$ cat src/rtl/stream_mux_pkg.sv
// rtl/stream_mux_pkg.sv - shared types for the round-robin stream multiplexer
package stream_mux_pkg;

    typedef enum logic {
        MODE_FIXED = 1'b0,
        MODE_RR    = 1'b1
    } mux_mode_t;

endpackage

$ cat src/rtl/stream_mux_rr_if.sv
// rtl/stream_mux_rr_if.sv - N-channel input bundle and single output stream of the mux
interface stream_mux_rr_if #(
    parameter int DATA_WIDTH = 4,
    parameter int NUM_CH     = 4,
    parameter int SEL_W      = $clog2(NUM_CH)
);
    logic [NUM_CH*DATA_WIDTH-1:0] data_in;
    logic [NUM_CH-1:0]            valid_in;
    logic [NUM_CH-1:0]            ready_out;
    logic [SEL_W-1:0]             sel_in;
    logic                         mode_in;
    logic [DATA_WIDTH-1:0]        y_out;
    logic                         y_valid_out;
    logic                         y_ready_in;
    logic [SEL_W-1:0]             grant_out;

    modport master (
        output data_in, valid_in, sel_in, mode_in, y_ready_in,
        input  ready_out, y_out, y_valid_out, grant_out
    );

    modport slave (
        input  data_in, valid_in, sel_in, mode_in, y_ready_in,
        output ready_out, y_out, y_valid_out, grant_out
    );
endinterface

$ cat src/rtl/rr_arbiter.sv
// rtl/rr_arbiter.sv - combinational round-robin pick, scanning upward from ptr+1
module rr_arbiter #(
    parameter int NUM_CH = 4,
    parameter int SEL_W  = $clog2(NUM_CH)
) (
    input  logic [NUM_CH-1:0] i_req,
    input  logic [SEL_W-1:0]  i_ptr,
    output logic [NUM_CH-1:0] o_grant,
    output logic [SEL_W-1:0]  o_idx,
    output logic              o_valid
);

    always_comb begin
        o_grant = '0;
        o_idx   = '0;
        o_valid = 1'b0;
        // The last-granted channel is visited last, which gives the fairness rotation.
        for (int i = 1; i <= NUM_CH; i++) begin
            automatic int c = (int'(i_ptr) + i) % NUM_CH;
            if (!o_valid && i_req[SEL_W'(c)]) begin
                o_valid              = 1'b1;
                o_idx                = SEL_W'(c);
                o_grant[SEL_W'(c)]   = 1'b1;
            end
        end
    end

endmodule

$ cat src/rtl/stream_mux_rr.sv
// rtl/stream_mux_rr.sv - registered N-to-1 stream mux with fixed or round-robin selection
module stream_mux_rr
    import stream_mux_pkg::*;
#(
    parameter int DATA_WIDTH = 4,
    parameter int NUM_CH     = 4,
    parameter int SEL_W      = $clog2(NUM_CH)
) (
    input  logic          clk_in,
    input  logic          rst_n_in,
    stream_mux_rr_if.slave bus
);

    logic [DATA_WIDTH-1:0] r_y;
    logic                  r_y_valid;
    logic [SEL_W-1:0]      r_grant;
    logic [SEL_W-1:0]      r_ptr;

    logic [NUM_CH-1:0]     w_rr_grant;
    logic [SEL_W-1:0]      w_rr_idx;
    logic                  w_rr_valid;
    logic                  w_sel_in_range;
    logic                  w_fix_ok;
    logic                  w_cand_ok;
    logic [SEL_W-1:0]      w_cand_idx;
    logic [NUM_CH-1:0]     w_cand_onehot;
    logic                  w_slot_free;
    logic                  w_xfer;

    rr_arbiter #(
        .NUM_CH (NUM_CH),
        .SEL_W  (SEL_W)
    ) u_arb (
        .i_req   (bus.valid_in),
        .i_ptr   (r_ptr),
        .o_grant (w_rr_grant),
        .o_idx   (w_rr_idx),
        .o_valid (w_rr_valid)
    );

    generate
        if (NUM_CH == (1 << SEL_W)) begin : g_sel_full
            assign w_sel_in_range = 1'b1;
        end else begin : g_sel_part
            assign w_sel_in_range = (int'(bus.sel_in) < NUM_CH);
        end
    endgenerate

    assign w_fix_ok = w_sel_in_range && bus.valid_in[bus.sel_in];

    always_comb begin
        w_cand_ok     = 1'b0;
        w_cand_idx    = '0;
        w_cand_onehot = '0;
        if (bus.mode_in == MODE_RR) begin
            w_cand_ok     = w_rr_valid;
            w_cand_idx    = w_rr_idx;
            w_cand_onehot = w_rr_grant;
        end else begin
            w_cand_ok     = w_fix_ok;
            w_cand_idx    = bus.sel_in;
            w_cand_onehot = NUM_CH'(1) << bus.sel_in;
        end
    end

    // A full slot being drained this cycle may be refilled on the same edge.
    assign w_slot_free   = !r_y_valid || bus.y_ready_in;
    assign w_xfer        = rst_n_in && w_slot_free && w_cand_ok;
    assign bus.ready_out = w_xfer ? w_cand_onehot : '0;

    always_ff @(posedge clk_in or negedge rst_n_in) begin
        if (!rst_n_in) begin
            r_y       <= '0;
            r_y_valid <= 1'b0;
            r_grant   <= '0;
            r_ptr     <= SEL_W'(NUM_CH - 1);
        end else if (w_xfer) begin
            r_y       <= bus.data_in[w_cand_idx*DATA_WIDTH +: DATA_WIDTH];
            r_y_valid <= 1'b1;
            r_grant   <= w_cand_idx;
            r_ptr     <= w_cand_idx;
        end else if (w_slot_free) begin
            r_y_valid <= 1'b0;
        end
    end

    assign bus.y_out       = r_y;
    assign bus.y_valid_out = r_y_valid;
    assign bus.grant_out   = r_grant;

endmodule
$ cat src/flat_wrapper.sv
// flat-port wrapper written by rule: the top's interface ports become plain ports
module stream_mux_rr_flat import stream_mux_pkg::*;
#(
    parameter int DATA_WIDTH = 4,
    parameter int NUM_CH     = 4,
    parameter int SEL_W      = $clog2(NUM_CH)
)
  (clk_in, rst_n_in, bus_data_in, bus_valid_in, bus_sel_in, bus_mode_in, bus_y_ready_in, bus_ready_out, bus_y_out, bus_y_valid_out, bus_grant_out);
  stream_mux_rr_if #(.DATA_WIDTH(DATA_WIDTH), .NUM_CH(NUM_CH), .SEL_W(SEL_W)) bus_i ();
  input  logic clk_in;
  input  logic rst_n_in;
  input wire logic [$bits(bus_i.data_in)-1:0] bus_data_in;
  input wire logic [$bits(bus_i.valid_in)-1:0] bus_valid_in;
  input wire logic [$bits(bus_i.sel_in)-1:0] bus_sel_in;
  input wire logic [$bits(bus_i.mode_in)-1:0] bus_mode_in;
  input wire logic [$bits(bus_i.y_ready_in)-1:0] bus_y_ready_in;
  output wire logic [$bits(bus_i.ready_out)-1:0] bus_ready_out;
  output wire logic [$bits(bus_i.y_out)-1:0] bus_y_out;
  output wire logic [$bits(bus_i.y_valid_out)-1:0] bus_y_valid_out;
  output wire logic [$bits(bus_i.grant_out)-1:0] bus_grant_out;
  assign bus_i.data_in = bus_data_in;
  assign bus_i.valid_in = bus_valid_in;
  assign bus_i.sel_in = bus_sel_in;
  assign bus_i.mode_in = bus_mode_in;
  assign bus_i.y_ready_in = bus_y_ready_in;
  assign bus_ready_out = bus_i.ready_out;
  assign bus_y_out = bus_i.y_out;
  assign bus_y_valid_out = bus_i.y_valid_out;
  assign bus_grant_out = bus_i.grant_out;
  stream_mux_rr #(.DATA_WIDTH(DATA_WIDTH), .NUM_CH(NUM_CH), .SEL_W(SEL_W)) u_core (.clk_in(clk_in), .rst_n_in(rst_n_in), .bus(bus_i));
endmodule
$ cat config.mk
export PLATFORM = sky130hd
export DESIGN_NAME = stream_mux_rr_flat
export DESIGN_NICKNAME = d
export VERILOG_FILES = /design/src/rtl/stream_mux_pkg.sv /design/src/rtl/stream_mux_rr_if.sv /design/src/rtl/rr_arbiter.sv /design/src/rtl/stream_mux_rr.sv /design/src/flat_wrapper.sv
export SDC_FILE = /design/constraint.sdc
export NUM_CORES = 1
export LEC_CHECK = 0
export CAP_MARGIN = 10
export CORE_MARGIN = 8
export CORE_UTILIZATION = 49
export CTS_CLUSTER_DIAMETER = 80
export DETAILED_ROUTE_END_ITERATION = 8
export PLACE_DENSITY = 0.87
export SLEW_MARGIN = 0
export SYNTH_ARGS = -nofsm -noshare
export SYNTH_HDL_FRONTEND = slang
export SYNTH_SLANG_ARGS = --single-unit
$ cat constraint.sdc
create_clock -name clk_in -period 4.21 [get_ports clk_in]
set_clock_uncertainty 0.15 [all_clocks]
set_input_delay 0.842 -clock clk_in [delete_from_list [all_inputs] [get_ports clk_in]]
set_output_delay 0.842 -clock clk_in [all_outputs]
set_load 0.02 [all_outputs]
Word level (Yosys, flattened, before mapping)
Cells that the tools add are included.
{"block": "word_totals", "register_bits": 9, "output_inout_bits": 11, "wordCells": 77}
{"block": "op_classes", "addsub": 4, "n_lt_le_gt_ge": 9, "shift": 2, "muxes": 40, "bitwise_logic": 3, "n_reduce_logical": 15}
{"operator": "$mux W4", "count": 6}
{"operator": "$mux W1", "count": 20}
{"operator": "$lt A2 B4 Y1 const B", "count": 4}
{"operator": "$shiftx A16 B5 Y4", "count": 1}
{"operator": "$or A4 B4 Y4", "count": 3}
{"operator": "$bmux W1 S2", "count": 5}
{"operator": "$mux W2", "count": 5}
{"operator": "$logic_and A1 B1 Y1", "count": 9}
{"operator": "$demux W1 S2", "count": 4}
{"operator": "$ge A2 B1 Y1 const B", "count": 4}
{"operator": "$add A2 B1 Y2 const B", "count": 2}
{"operator": "$add A2 B2 Y2 const B", "count": 2}
{"operator": "$logic_not A1 Y1", "count": 4}
{"operator": "$shl A1 B2 Y4 const A", "count": 1}
{"operator": "$lt A2 B3 Y1 const B", "count": 1}
{"operator": "$reduce_bool A2 Y1", "count": 1}
{"operator": "$logic_or A1 B1 Y1", "count": 1}

Longest topological paths before layout
{"block": "depth", "word_depth": 17, "mapped_depth": 10, "mapped_depth_nobuf": 8}

Hierarchy
From an unflattened synthesis, not the netlist that was laid out.
{"block": "hier_totals", "hier_cells": 121, "hier_area_um2": 1136.1}
{"mod": "stream_mux_rr", "instances": 1, "cells_per_inst": 58, "area_each_um2": 613.1, "seq_area_each_um2": 227.7}
{"mod": "rr_arbiter", "instances": 1, "cells_per_inst": 63, "area_each_um2": 523.0, "seq_area_each_um2": 0.0}

Worst setup path before layout
No wires, ideal clock.
{"block": "synth_timing", "kind": "register to output", "startpoint": "reg u_core.r_ptr[0]", "endpoint": "out bus_ready_out[0]", "arrival_ps": 2546, "t_required_ps": 3218, "slack_ps": 672, "path_stages_with_launch": 8, "cell_sequence": "dfstp_2 > buf_2 > inv_1 > ha_1 > or3_1 > a21oi_1 > a222oi_1 > a311oi_1"}
{"block": "synth_between", "elab_chain_len": 17}
{"element": "start: declaration", "line": "stream_mux_rr.sv:17", "rtl": "logic [SEL_W-1:0] r_ptr;"}
{"element": "start signal: assignment", "line": "stream_mux_rr.sv:76", "rtl": "r_ptr <= SEL_W'(NUM_CH - 1);"}
{"element": "start signal: assignment", "line": "stream_mux_rr.sv:81", "rtl": "r_ptr <= w_cand_idx;"}
{"element": "parallel branches: the longest is 16 deep, another holds $lt A2 B4 Y1"}
{"element": "$mux W4 *", "line": "stream_mux_rr.sv:69", "rtl": "assign bus.ready_out = w_xfer ? w_cand_onehot : '0;"}
{"element": "end: declaration", "line": "flat_wrapper.sv:17", "rtl": "output wire logic [$bits(bus_i.ready_out)-1:0] bus_ready_out;"}
Mark *: on every way between the ends. The select of a mux whose other input is x is not followed.

Worst setup path in the final report
{"block": "layout_timing", "startpoint": "in bus_valid_in[3]", "endpoint": "out bus_ready_out[2]"}
{"block": "layout_between", "elab_chain_len": 16}
{"element": "start: declaration", "line": "flat_wrapper.sv:13", "rtl": "input wire logic [$bits(bus_i.valid_in)-1:0] bus_valid_in;"}
{"element": "$bmux W1 S2", "line": "rr_arbiter.sv:20", "rtl": "if (!o_valid && i_req[SEL_W'(c)]) begin"}
{"element": "$mux W1 (implied by the code) (2 in series)", "line": "rr_arbiter.sv:20"}
{"element": "$mux W1", "line": "rr_arbiter.sv:20"}
{"element": "$logic_not A1 Y1", "line": "rr_arbiter.sv:20"}
{"element": "$logic_and A1 B1 Y1", "line": "rr_arbiter.sv:20"}
{"element": "$mux W1", "line": "rr_arbiter.sv:20"}
{"element": "$logic_not A1 Y1", "line": "rr_arbiter.sv:20"}
{"element": "$logic_and A1 B1 Y1", "line": "rr_arbiter.sv:20"}
{"element": "$mux W1", "line": "rr_arbiter.sv:20"}
{"element": "$logic_not A1 Y1", "line": "rr_arbiter.sv:20"}
{"element": "$logic_and A1 B1 Y1", "line": "rr_arbiter.sv:20"}
{"element": "$mux W1", "line": "rr_arbiter.sv:20"}
{"element": "$mux W1", "line": "stream_mux_rr.sv:55", "rtl": "if (bus.mode_in == MODE_RR) begin"}
{"element": "$logic_and A1 B1 Y1", "line": "stream_mux_rr.sv:68", "rtl": "assign w_xfer = rst_n_in && w_slot_free && w_cand_ok;"}
{"element": "$mux W4 *", "line": "stream_mux_rr.sv:69"}
Mark *: on every way between the ends. The rest lies on a longest branch, timed or not. The select of a mux whose other input is x is not followed.

==> metrics.txt <==
outcome completed; CP Capture Type primary output; Yosys warning count 0; critical path cell sequence clkdlybuf4s50_1, mux2i_1, mux2i_1, buf_4, buf_4, nand2_1, nor2_1, a221oi_1, nor3_1, dlygate4sd2_1; Max H-tree Level 1; Residual DRC 0; Skew-Pair Late Insertion Delay 270 ps; worst path bufs/invs 4; final setup vio count 0; Post-synth top flop dfrtp_1; deepest clock path buffer count 2; hold slack final about 360 ps; Slew @ Worst Pin 667 ps; largest net degree at the start of global routing 14; CTS tree yes; FF-to-FF setup slack 1170 ps; Slowest-stage cell, CP clkdlybuf4s50_1; Filler Cells Inserted 165; Crit Path Category input pin to primary output; clk sinks 9; Cell variety after synth 39; most instantiated library cell after synthesis nor2_1; total die area 0.00393 mm2; crit path time final 4150 ps; first-pass GRT wire length 5.95 mm; number of DRC markers in iteration 0 94; detailed placement HPWL around 2.8 mm; Relative slew margins 0.554; GR Overflow Total 0; critical register-to-register path startpoint u_core.r_ptr[0]$_DFFE_PN1P_; CP peak stage delay 600 ps; IO Pins 37; vias per std cell slightly below 6; unrepaired setup endpoints after global routing no; Mapped Area 0.00107 mm2; Worst-path clk slew 60 ps; initial core utilization 0.502; placed cell areas 0.00152 mm2; CP startpoint kind input pin; antenna violations before repair 0; Hold Crit Class flop to flop; Finished Layout Cells roughly 200; critical path depth 10; Final nets 208; Final ANT Viol Nets 0; PwrDens 483 mW/mm2; Synth Instances 121; Final Wtd Congestion just under 1; Tcrit/Tclk final 0.986; worst reg2reg path depth 9; Die X-Extent 62.7 um; share of layout cells above drive strength 1 0.225; CP startpoint bus_valid_in[3]; Peak VDD IR 0.344 mV; drt total wl 3.68 mm; iteration count of the initial detailed-routing pass 5; DP Cell Count just under 200; Synth area leaders dfrtp_1 16%, mux2i_1 12%, ha_1 9.4%; Seq/Total Area, Yosys 0.213; Worst R2R End u_core.bus.y_out[1]$_DFFE_PN0P_; Placeable Area 0.00213 mm2; cell family with most CP delay buffers and inverters; Worst EP required 3220 ps; routed len/inst 18.3 um; Post-synth EDFFs 0; ys async rst share 1.00; max frequency 0.241 GHz; Area Growth Syn to Fin 46.7%; post-synth top area share 0.164; crit path DAT 3160 ps; Final Hold Viols 0; CP Capture Point bus_ready_out[2]; cts hold-fix bufs 0; Antenna Cells 0; top cell type by total area after synthesis dfrtp_1; vias in the first global route 1257; Rows 17; FF+latch count, synth 9; Slew Limit Fails 0; gr usage total 0.188; max_cap viols 0; die height 62.7 um; cts bufs inserted 3; most frequent cells after synthesis 14 x nor2_1, 13 x mux2i_1, 9 x a21oi_1, 9 x nand2_1; Avg Inst Size Synth 8.83 um2; CTS root buf clkbuf_4; Leak 0.000727 uW; Via Count ~1200; Mapped Nets 155; critical path peak fanout 8; Finished Cell Area 0.00157 mm2; IO Port Bufs 36
per-layer routing:
| metal | vias to the layer above | part of all wire | global-route usage |
|---|---|---|---|
| li1 | 559 | - | - |
| met1 | 550 | 0.38 | 0.187 |
| met2 | 63 | 0.51 | 0.343 |
| met3 | 14 | 0.075 | 0.0627 |
| met4 | 0 | 0.026 | 0.0855 |
| met5 | - | 0 | 0 |
logic make-up after synthesis:
logic type,share of synthesized area
AND/OR/NAND/NOR,0.221
multiplexers,0.174
buffers and inverters,0.0738
flip-flops,0.213
adder cells (fa/ha/maj),0.0937
AO/OA/AOI/OAI,0.224
flip-flops by register name, indices dropped and copies added, names as in the netlist:
signal	count
u_core.bus.grant_out	2
u_core.bus.y_out	4
u_core.r_ptr	2
u_core.bus.y_valid_out	1
placed cells by master, fill, tap and decap left out, types with 2 or more instances in the layout:
master / instances
clkbuf_4: 3
a21o_2: 2
a21oi_2: 2
a21oi_1: 9
a221oi_1: 2
mux2i_1: 13
a21o_1: 2
a222oi_1: 6
nor2b_1: 2
clkdlybuf4s50_1: 32
nor3_1: 3
o211ai_2: 2
dlygate4sd2_1: 2
buf_4: 17
dfstp_2: 2
nand3_1: 3
ha_1: 8
inv_1: 8
dfrtp_1: 7
mux2_2: 3
or3b_2: 2
nor2_1: 14
nand2_1: 9
worst register-to-register path: cells and delay by family (launching register included):
kind                   cells  cell delay [ps]
AOI/OAI and AO/OA          3              860
muxes                      1              200
DFF                        1              650
buffers and inverters      2              370
and+or+nand+nor            3              690
how the worst min path moves through the flow:
stage	from	end	slack (ps)	cells after the start
floorplan	rst_n_in	u_core.bus.grant_out[0]$_DFFE_PN0P_	400	0
finish	u_core.bus.grant_out[1]$_DFFE_PN0P_	u_core.bus.grant_out[1]$_DFFE_PN0P_	360	1
CTS	u_core.bus.grant_out[1]$_DFFE_PN0P_	u_core.bus.grant_out[1]$_DFFE_PN0P_	380	1
global route	u_core.bus.grant_out[1]$_DFFE_PN0P_	u_core.bus.grant_out[1]$_DFFE_PN0P_	390	1
global placement	u_core.bus.grant_out[1]$_DFFE_PN0P_	u_core.bus.grant_out[1]$_DFFE_PN0P_	310	1
detailed placement	u_core.bus.grant_out[1]$_DFFE_PN0P_	u_core.bus.grant_out[1]$_DFFE_PN0P_	360	1
stage by stage:
step	setup TNS (ps)	setup WS (ps)	power [uW]	utilization
after detailed placement	-244	-121	657	0.715
after global placement	-10.9	-8.74	632	0.715
final	0	61.0	757	0.737
after floorplan	0	672	471	-
after global routing	0	7.63	798	0.737
after CTS	0	5.40	745	0.736
final cells by class:
class	instances	area, um2	share of cell area
multi-input cells	99	762	0.486
repair buffers	53	487	0.310
flip-flops and latches	9	228	0.145
well taps	28	35.0	0.0223
inverters	8	30.0	0.0192
clock buffers	4	26.3	0.0168
what timing repair did:
action	in CTS	in global routing
resized for setup	3	3
pin swaps	0	1
endpoints found under the setup margin	4	2
setup buffers	3	0
power breakdown:
part,total [uW],internal [uW],switching [uW]
Sequential,155,125,29.3
Combinational,532,250,282
Clock,69.8,36.7,33.1
No activity file was read; power rests on OpenSTA's default activity.
